File: src/rtl/eeg_iir_mc.sv
// rtl/eeg_iir_mc.sv - time-multiplexed multi-channel EEG high-pass/low-pass IIR filter
// Optional saturation event counter (sat_cnt port) enabled by EEG_IIR_SATCNT_EN.
module eeg_iir_mc #(
  parameter int NCH           = 8,
  parameter int DATA_W        = 16,
  parameter int ACC_W         = 32,
  parameter int HP_SHIFT      = 6,
  parameter int LP_GAIN_SHIFT = 3,
  parameter int LP_SHIFT      = 5,
  parameter int OUT_SHIFT     = 8,
  localparam int CH_W         = (NCH > 1) ? $clog2(NCH) : 1
) (
  input  logic                     clk,
  input  logic                     rst,
  input  logic                     clr_all,
  input  logic                     s_valid,
  output logic                     s_ready,
  input  logic [CH_W-1:0]          s_chan,
  input  logic signed [DATA_W-1:0] s_data,
  output logic                     m_valid,
  input  logic                     m_ready,
  output logic [CH_W-1:0]          m_chan,
  output logic signed [DATA_W-1:0] m_data,
  output logic                     m_sat,
  output logic                     bad_chan,
`ifdef EEG_IIR_SATCNT_EN
  output logic [15:0]              sat_cnt,
`endif
  output logic                     busy
);

  typedef enum logic [2:0] {CLEAR, IDLE, FETCH, CALC, OUT} state_t;

  localparam logic signed [ACC_W-1:0] MAX_OUT = {{(ACC_W-DATA_W+1){1'b0}}, {(DATA_W-1){1'b1}}};
  localparam logic signed [ACC_W-1:0] MIN_OUT = ~MAX_OUT;

  state_t                     state_q, state_d;
  logic [CH_W-1:0]            clr_idx_q, clr_idx_d;
  logic                       clr_pend_q, clr_pend_d;
  logic [CH_W-1:0]            chan_q, chan_d;
  logic signed [DATA_W-1:0]   x_q, x_d;
  logic signed [ACC_W-1:0]    hp_old_q, hp_old_d, lp_old_q, lp_old_d;
  logic [CH_W-1:0]            m_chan_q, m_chan_d;
  logic signed [DATA_W-1:0]   m_data_q, m_data_d;
  logic                       m_sat_q, m_sat_d;
  logic                       bad_chan_q, bad_chan_d;

  logic signed [ACC_W-1:0]    hp_mem [NCH];
  logic signed [ACC_W-1:0]    lp_mem [NCH];
  logic                       mem_we;
  logic [CH_W-1:0]            mem_idx;
  logic signed [ACC_W-1:0]    hp_wdata, lp_wdata;

  logic signed [ACC_W-1:0]    x_ext, hp_new, lp_new, t_out;
  logic [31:0]                s_chan_ext;
  logic                       chan_ok;

  // Zero-extend before the range test so non-power-of-two NCH rejects the top codes.
  assign s_chan_ext = 32'(s_chan);
  assign chan_ok    = (s_chan_ext < 32'(NCH));

  always_comb begin
    state_d    = state_q;
    clr_idx_d  = clr_idx_q;
    clr_pend_d = clr_pend_q;
    chan_d     = chan_q;
    x_d        = x_q;
    hp_old_d   = hp_old_q;
    lp_old_d   = lp_old_q;
    m_chan_d   = m_chan_q;
    m_data_d   = m_data_q;
    m_sat_d    = m_sat_q;
    bad_chan_d = 1'b0;
    mem_we     = 1'b0;
    mem_idx    = clr_idx_q;
    hp_wdata   = '0;
    lp_wdata   = '0;

    x_ext  = {{(ACC_W-DATA_W){x_q[DATA_W-1]}}, x_q};
    hp_new = hp_old_q + x_ext - (hp_old_q >>> HP_SHIFT);
    lp_new = lp_old_q + (hp_new >>> LP_GAIN_SHIFT) - (lp_old_q >>> LP_SHIFT);
    t_out  = lp_new >>> OUT_SHIFT;

    case (state_q)
      CLEAR: begin
        mem_we     = 1'b1;
        clr_pend_d = 1'b0;
        if (clr_all) begin
          clr_idx_d = '0;
        end else if (clr_idx_q == CH_W'(NCH-1)) begin
          state_d = IDLE;
        end else begin
          clr_idx_d = clr_idx_q + 1'b1;
        end
      end
      IDLE: begin
        if (s_valid) begin
          chan_d = s_chan;
          x_d    = s_data;
        end
        // An accepted valid sample runs first; a clear in the same cycle waits behind it.
        if (s_valid && chan_ok) begin
          state_d    = FETCH;
          clr_pend_d = clr_all;
        end else if (clr_all) begin
          state_d   = CLEAR;
          clr_idx_d = '0;
        end
        if (s_valid && !chan_ok) bad_chan_d = 1'b1;
      end
      FETCH: begin
        hp_old_d = hp_mem[chan_q];
        lp_old_d = lp_mem[chan_q];
        state_d  = CALC;
        if (clr_all) clr_pend_d = 1'b1;
      end
      CALC: begin
        mem_we   = 1'b1;
        mem_idx  = chan_q;
        hp_wdata = hp_new;
        lp_wdata = lp_new;
        m_chan_d = chan_q;
        if (t_out > MAX_OUT) begin
          m_data_d = {1'b0, {(DATA_W-1){1'b1}}};
          m_sat_d  = 1'b1;
        end else if (t_out < MIN_OUT) begin
          m_data_d = {1'b1, {(DATA_W-1){1'b0}}};
          m_sat_d  = 1'b1;
        end else begin
          m_data_d = t_out[DATA_W-1:0];
          m_sat_d  = 1'b0;
        end
        state_d = OUT;
        if (clr_all) clr_pend_d = 1'b1;
      end
      OUT: begin
        if (clr_all) clr_pend_d = 1'b1;
        if (m_ready) begin
          if (clr_pend_q || clr_all) begin
            state_d    = CLEAR;
            clr_idx_d  = '0;
            clr_pend_d = 1'b0;
          end else begin
            state_d = IDLE;
          end
        end
      end
      default: state_d = CLEAR;
    endcase
  end

`ifdef EEG_IIR_SATCNT_EN
  logic [15:0] sat_cnt_q, sat_cnt_d;

  always_comb begin
    sat_cnt_d = sat_cnt_q;
    if (clr_all) begin
      sat_cnt_d = '0;
    end else if (state_q == OUT && m_ready && m_sat_q && sat_cnt_q != 16'hFFFF) begin
      sat_cnt_d = sat_cnt_q + 16'd1;
    end
  end

  always_ff @(posedge clk) begin
    if (rst) sat_cnt_q <= '0;
    else     sat_cnt_q <= sat_cnt_d;
  end

  assign sat_cnt = sat_cnt_q;
`endif

  always_ff @(posedge clk) begin
    if (rst) begin
      state_q    <= CLEAR;
      clr_idx_q  <= '0;
      clr_pend_q <= 1'b0;
      chan_q     <= '0;
      x_q        <= '0;
      hp_old_q   <= '0;
      lp_old_q   <= '0;
      m_chan_q   <= '0;
      m_data_q   <= '0;
      m_sat_q    <= 1'b0;
      bad_chan_q <= 1'b0;
    end else begin
      state_q    <= state_d;
      clr_idx_q  <= clr_idx_d;
      clr_pend_q <= clr_pend_d;
      chan_q     <= chan_d;
      x_q        <= x_d;
      hp_old_q   <= hp_old_d;
      lp_old_q   <= lp_old_d;
      m_chan_q   <= m_chan_d;
      m_data_q   <= m_data_d;
      m_sat_q    <= m_sat_d;
      bad_chan_q <= bad_chan_d;
    end
  end

  // Channel state is not reset directly; the CLEAR sweep zeroes it after every reset.
  always_ff @(posedge clk) begin
    if (mem_we) begin
      hp_mem[mem_idx] <= hp_wdata;
      lp_mem[mem_idx] <= lp_wdata;
    end
  end

  assign s_ready  = (state_q == IDLE);
  assign busy     = (state_q != IDLE);
  assign m_valid  = (state_q == OUT);
  assign m_chan   = m_chan_q;
  assign m_data   = m_data_q;
  assign m_sat    = m_sat_q;
  assign bad_chan = bad_chan_q;

endmodule

File: config.mk
export PLATFORM = sky130hd
export DESIGN_NAME = eeg_iir_mc
export DESIGN_NICKNAME = d
export VERILOG_FILES = /design/src/rtl/eeg_iir_mc.sv
export SDC_FILE = /design/constraint.sdc
export NUM_CORES = 1
export LEC_CHECK = 0
export BUFFER_PORTS_ARGS = -buffer_cell sky130_fd_sc_hd__buf_2
export CELL_PAD_IN_SITES_DETAIL_PLACEMENT = 0
export CELL_PAD_IN_SITES_GLOBAL_PLACEMENT = 2
export CORE_MARGIN = 2
export CORE_UTILIZATION = 42
export CTS_CLUSTER_SIZE = 30
export DETAILED_ROUTE_END_ITERATION = 10
export PLACE_DENSITY = 0.81
export SYNTH_ARGS = -nofsm -noshare
export SYNTH_HDL_FRONTEND = slang
export SYNTH_SLANG_ARGS = --single-unit
File: constraint.sdc
create_clock -name clk -period 6.9 [get_ports clk]
set_clock_uncertainty 0.1 [all_clocks]
set_input_delay 1.38 -clock clk [delete_from_list [all_inputs] [get_ports clk]]
set_output_delay 1.38 -clock clk [all_outputs]
set_load 0.1 [all_outputs]
==> flow_summary.toml <==
[logic_synthesis]
syn_area_um2 = 28600
async_flop_share = 0
synth.net_count = 2118
syn_area_per_cell_um2 = 14.6
yosysWarnings = 0
synth_top_area_cell = "edfxtp_1"
synth-main-ff-cell = "edfxtp_1"
yosysTopAreaCellShare = 0.538
synth-edff-count = 512
synth.distinct_cells = 76
synthTopCellsByCount = "edfxtp_1 (512), inv_1 (201), nor2_1 (149)"
synth_cells = 1965
synth-seq-cells = 622
synth_most_common_cell = "edfxtp_1"
yosys-top-cells-area = "edfxtp_1 (54%), mux4_2 (10%), dfxtp_1 (7.7%)"
synth_seq_area_share = 0.615

[worst_hold_path]
worstHoldPathType = "register to register"
min_to = "m_chan[2]$_SDFFE_PP0P_"
hold_path_depth = 2
holdCritStartpoint = "m_chan[2]$_SDFFE_PP0P_"

[timing]
hold_viol_final = 0
slew_headroom = 0.239
max_freq_mhz = 149
timing.final.ws_setup_ns = 0.207
finalSetupTns_ns = 0
hold_ws_ns = 0.357
final_max_slew_viol_count = 0
setup_violations = 0
layout_worst_path_cycle_share = 0.970
min_period_ns = 6.69
worst_pin_slew_ns = 1.14

[global_routing]
use_met3 = 0.0357
grt_max_degree = 92
met1_usage = 0.264
met2_usage = 0.321
grt.overflow.total = 0
grt_pass1_wl_mm = 104
grt_pass1_vias = 17450
grtUsageTotal = 0.195
busiest_layer = "met2"
antenna_found_initial = 1

[worst_setup_path]
r2r_cells = 28
r2r_start = "hp_old_q[14]$_SDFFE_PP0P_"
required_ns = 7.24
crit_slowest_cell = "or4_4"
path_max_fanout = 8
crit_arrival_ns = 7.04
cp-startpoint = "hp_old_q[14]$_SDFFE_PP0P_"
end_kind = "register"
critPathKind = "register to register"
start_kind = "register"
r2r_setup_slack_ns = 0.21
critPathMaxStageDelay_ns = 0.56
crit-reg2reg-capture = "m_data[5]$_SDFFE_PP0P_"

[pwr]
power_mw = 7.85
power.density_nw_per_um2 = 232
p_clk_frac = 0.459
internal_power_mw = 6.28
p_seq_frac = 0.521
switchingPower_mw = 1.57
ir_drop_v = 0.000201
p_leak_nw = 11.1
p_comb_frac = 0.020
switching_share = 0.200

[clock_network]
max-clock-path-buffers = 3
clkLatencyLatePin_ns = 0.60
cts.sinks = 622
cts_hold_buf = 0
clock-root-buffer = "clkbuf_16"
htreeDepth = 3
path_clk_slew_ns = 0.06
cts-buffers-inserted = 68
cts_tree = "built"

[run_status]
status = "completed"

[final_layout]
final_nets = 2316
drive_gt1_frac = 0.266
num_antenna_cells = 0
fin_area_um2 = 33800
area_growth_pct = 18.3

[floorplan]
rows = 95
io_pins = 48
die_width_um = 265
initial_core_util = 0.425
die_area_um2 = 70200
coreArea_um2 = 67300
die_h_um = 265

[detailed_routing]
drt_pass1_iterations = 5
ant_nets = 0
vias = 16763
drc = 0
drtIter0Drc = 1033
routed_wl_mm = 67.4
drt-vias-per-instance = 5.42
drt-wirelength-per-cell_um = 21.8

[placed_design]
hpwl_mm = 42.1
io_buffers = 46
dpl_cell_area_um2 = 30900
dp_worst_setup_slack_ns = -0.353
place.gp.congestion = 0.859

[flow_run]
drv_cap = 0
flip-flops by register name (all words and copies together), names as in the netlist:
signal	cells
m_data	16
chan_q	3
m_sat	1
m_chan	3
state_q	3
hp_old_q	32
lp_mem	256
lp_old_q	32
x_q	16
hp_mem	256
clr_pend_q	1
clr_idx_q	3
worst max-delay path, delay by kind of cell, from the launching register on:
family,cells,cell delay (ns)
flip-flops,1,0.42
XOR/XNOR,1,0.24
adder cells (fa/ha/maj),4,1.25
buffers and inverters,4,0.33
AND/OR/NAND/NOR,7,2.03
AO/OA/AOI/OAI,12,2.20
area by class of cell:
cell class / instances / area (µm²)
inverters: 202 / 758
clock buffers: 90 / 1870
repair buffers: 215 / 1580
multi-input cells: 1054 / 10600
well taps: 873 / 1090
fillers: 5740 / 33400
flip-flops and latches: 622 / 17600
clock inverters: 35 / 362
stage by stage:
step | instances | utilization
finish | 3091 | 0.503
global placement | 2953 | 0.459
global route | 3091 | 0.503
CTS | 3079 | 0.493
floorplan | 1965 | -
detailed placement | 2953 | 0.459
layer usage:
metal / vias up / share of wire / routed length, µm
li1: 7713 / - / -
met1: 8577 / 0.44 / 29800
met2: 349 / 0.49 / 32700
met3: 122 / 0.044 / 2980
met4: 2 / 0.028 / 1870
met5: - / 0.00019 / 13
placed cells by master (no fill, tap or decap), types with 23 or more instances in the layout:
cell type,count
a21o_1,24
mux4_2,128
a21oi_1,74
a211oi_1,68
ha_1,54
nor2_1,137
xnor2_1,23
clkbuf_16,69
o21ai_0,27
fa_1,60
inv_1,193
buf_4,162
buf_2,45
dfxtp_1,100
nand2_1,107
edfxtp_1,512
mux2i_1,66
worst max-delay path by stage:
stage / endpoint / slack [ns] / cells after the start
finish: m_data[5]$_SDFFE_PP0P_ / 0.21 / 28
CTS: m_data[1]$_SDFFE_PP0P_ / 0.02 / 31
global route: m_data[5]$_SDFFE_PP0P_ / -0.10 / 30
global placement: m_data[3]$_SDFFE_PP0P_ / -0.32 / 29
floorplan: m_data[11]$_SDFFE_PP0P_ / 0.12 / 29
detailed placement: m_data[5]$_SDFFE_PP0P_ / -0.35 / 27
power by group through the flow:
stage                     Sequential, mW  Clock (mW)  Combinational [mW]
after detailed placement            4.17           0               0.156
after floorplan                     4.17           0              0.0941
after global routing                4.09        3.81               0.173
after global placement              4.16           0               0.155
final                               4.09        3.60               0.160
after CTS                           4.09        3.68               0.160
kinds of logic (layout without fill, tap and decap cells):
group                    count (synthesis)  after routing  share of synthesized area
other                                    1              1                   0.000131
XOR/XNOR                                53             53                     0.0162
AND/OR/NAND/NOR                        369            370                     0.0583
adder cells (fa/ha/maj)                129            129                     0.0727
flip-flops                             622            622                      0.615
AO/OA/AOI/OAI                          306            307                     0.0729
multiplexers                           194            194                      0.124
buffers and inverters                  291            542                     0.0413
what timing repair did:
item | 4_1_cts | 5_1_grt
setup buffers | 0 | 11
hold endpoints to repair | 0 | 0
gates cloned | 1 | 1
pin swaps | 2 | 55
setup endpoints to repair | 25 | 25
gates resized for setup | 22 | 116
Note: power is estimated with default switching activity, not from simulation.
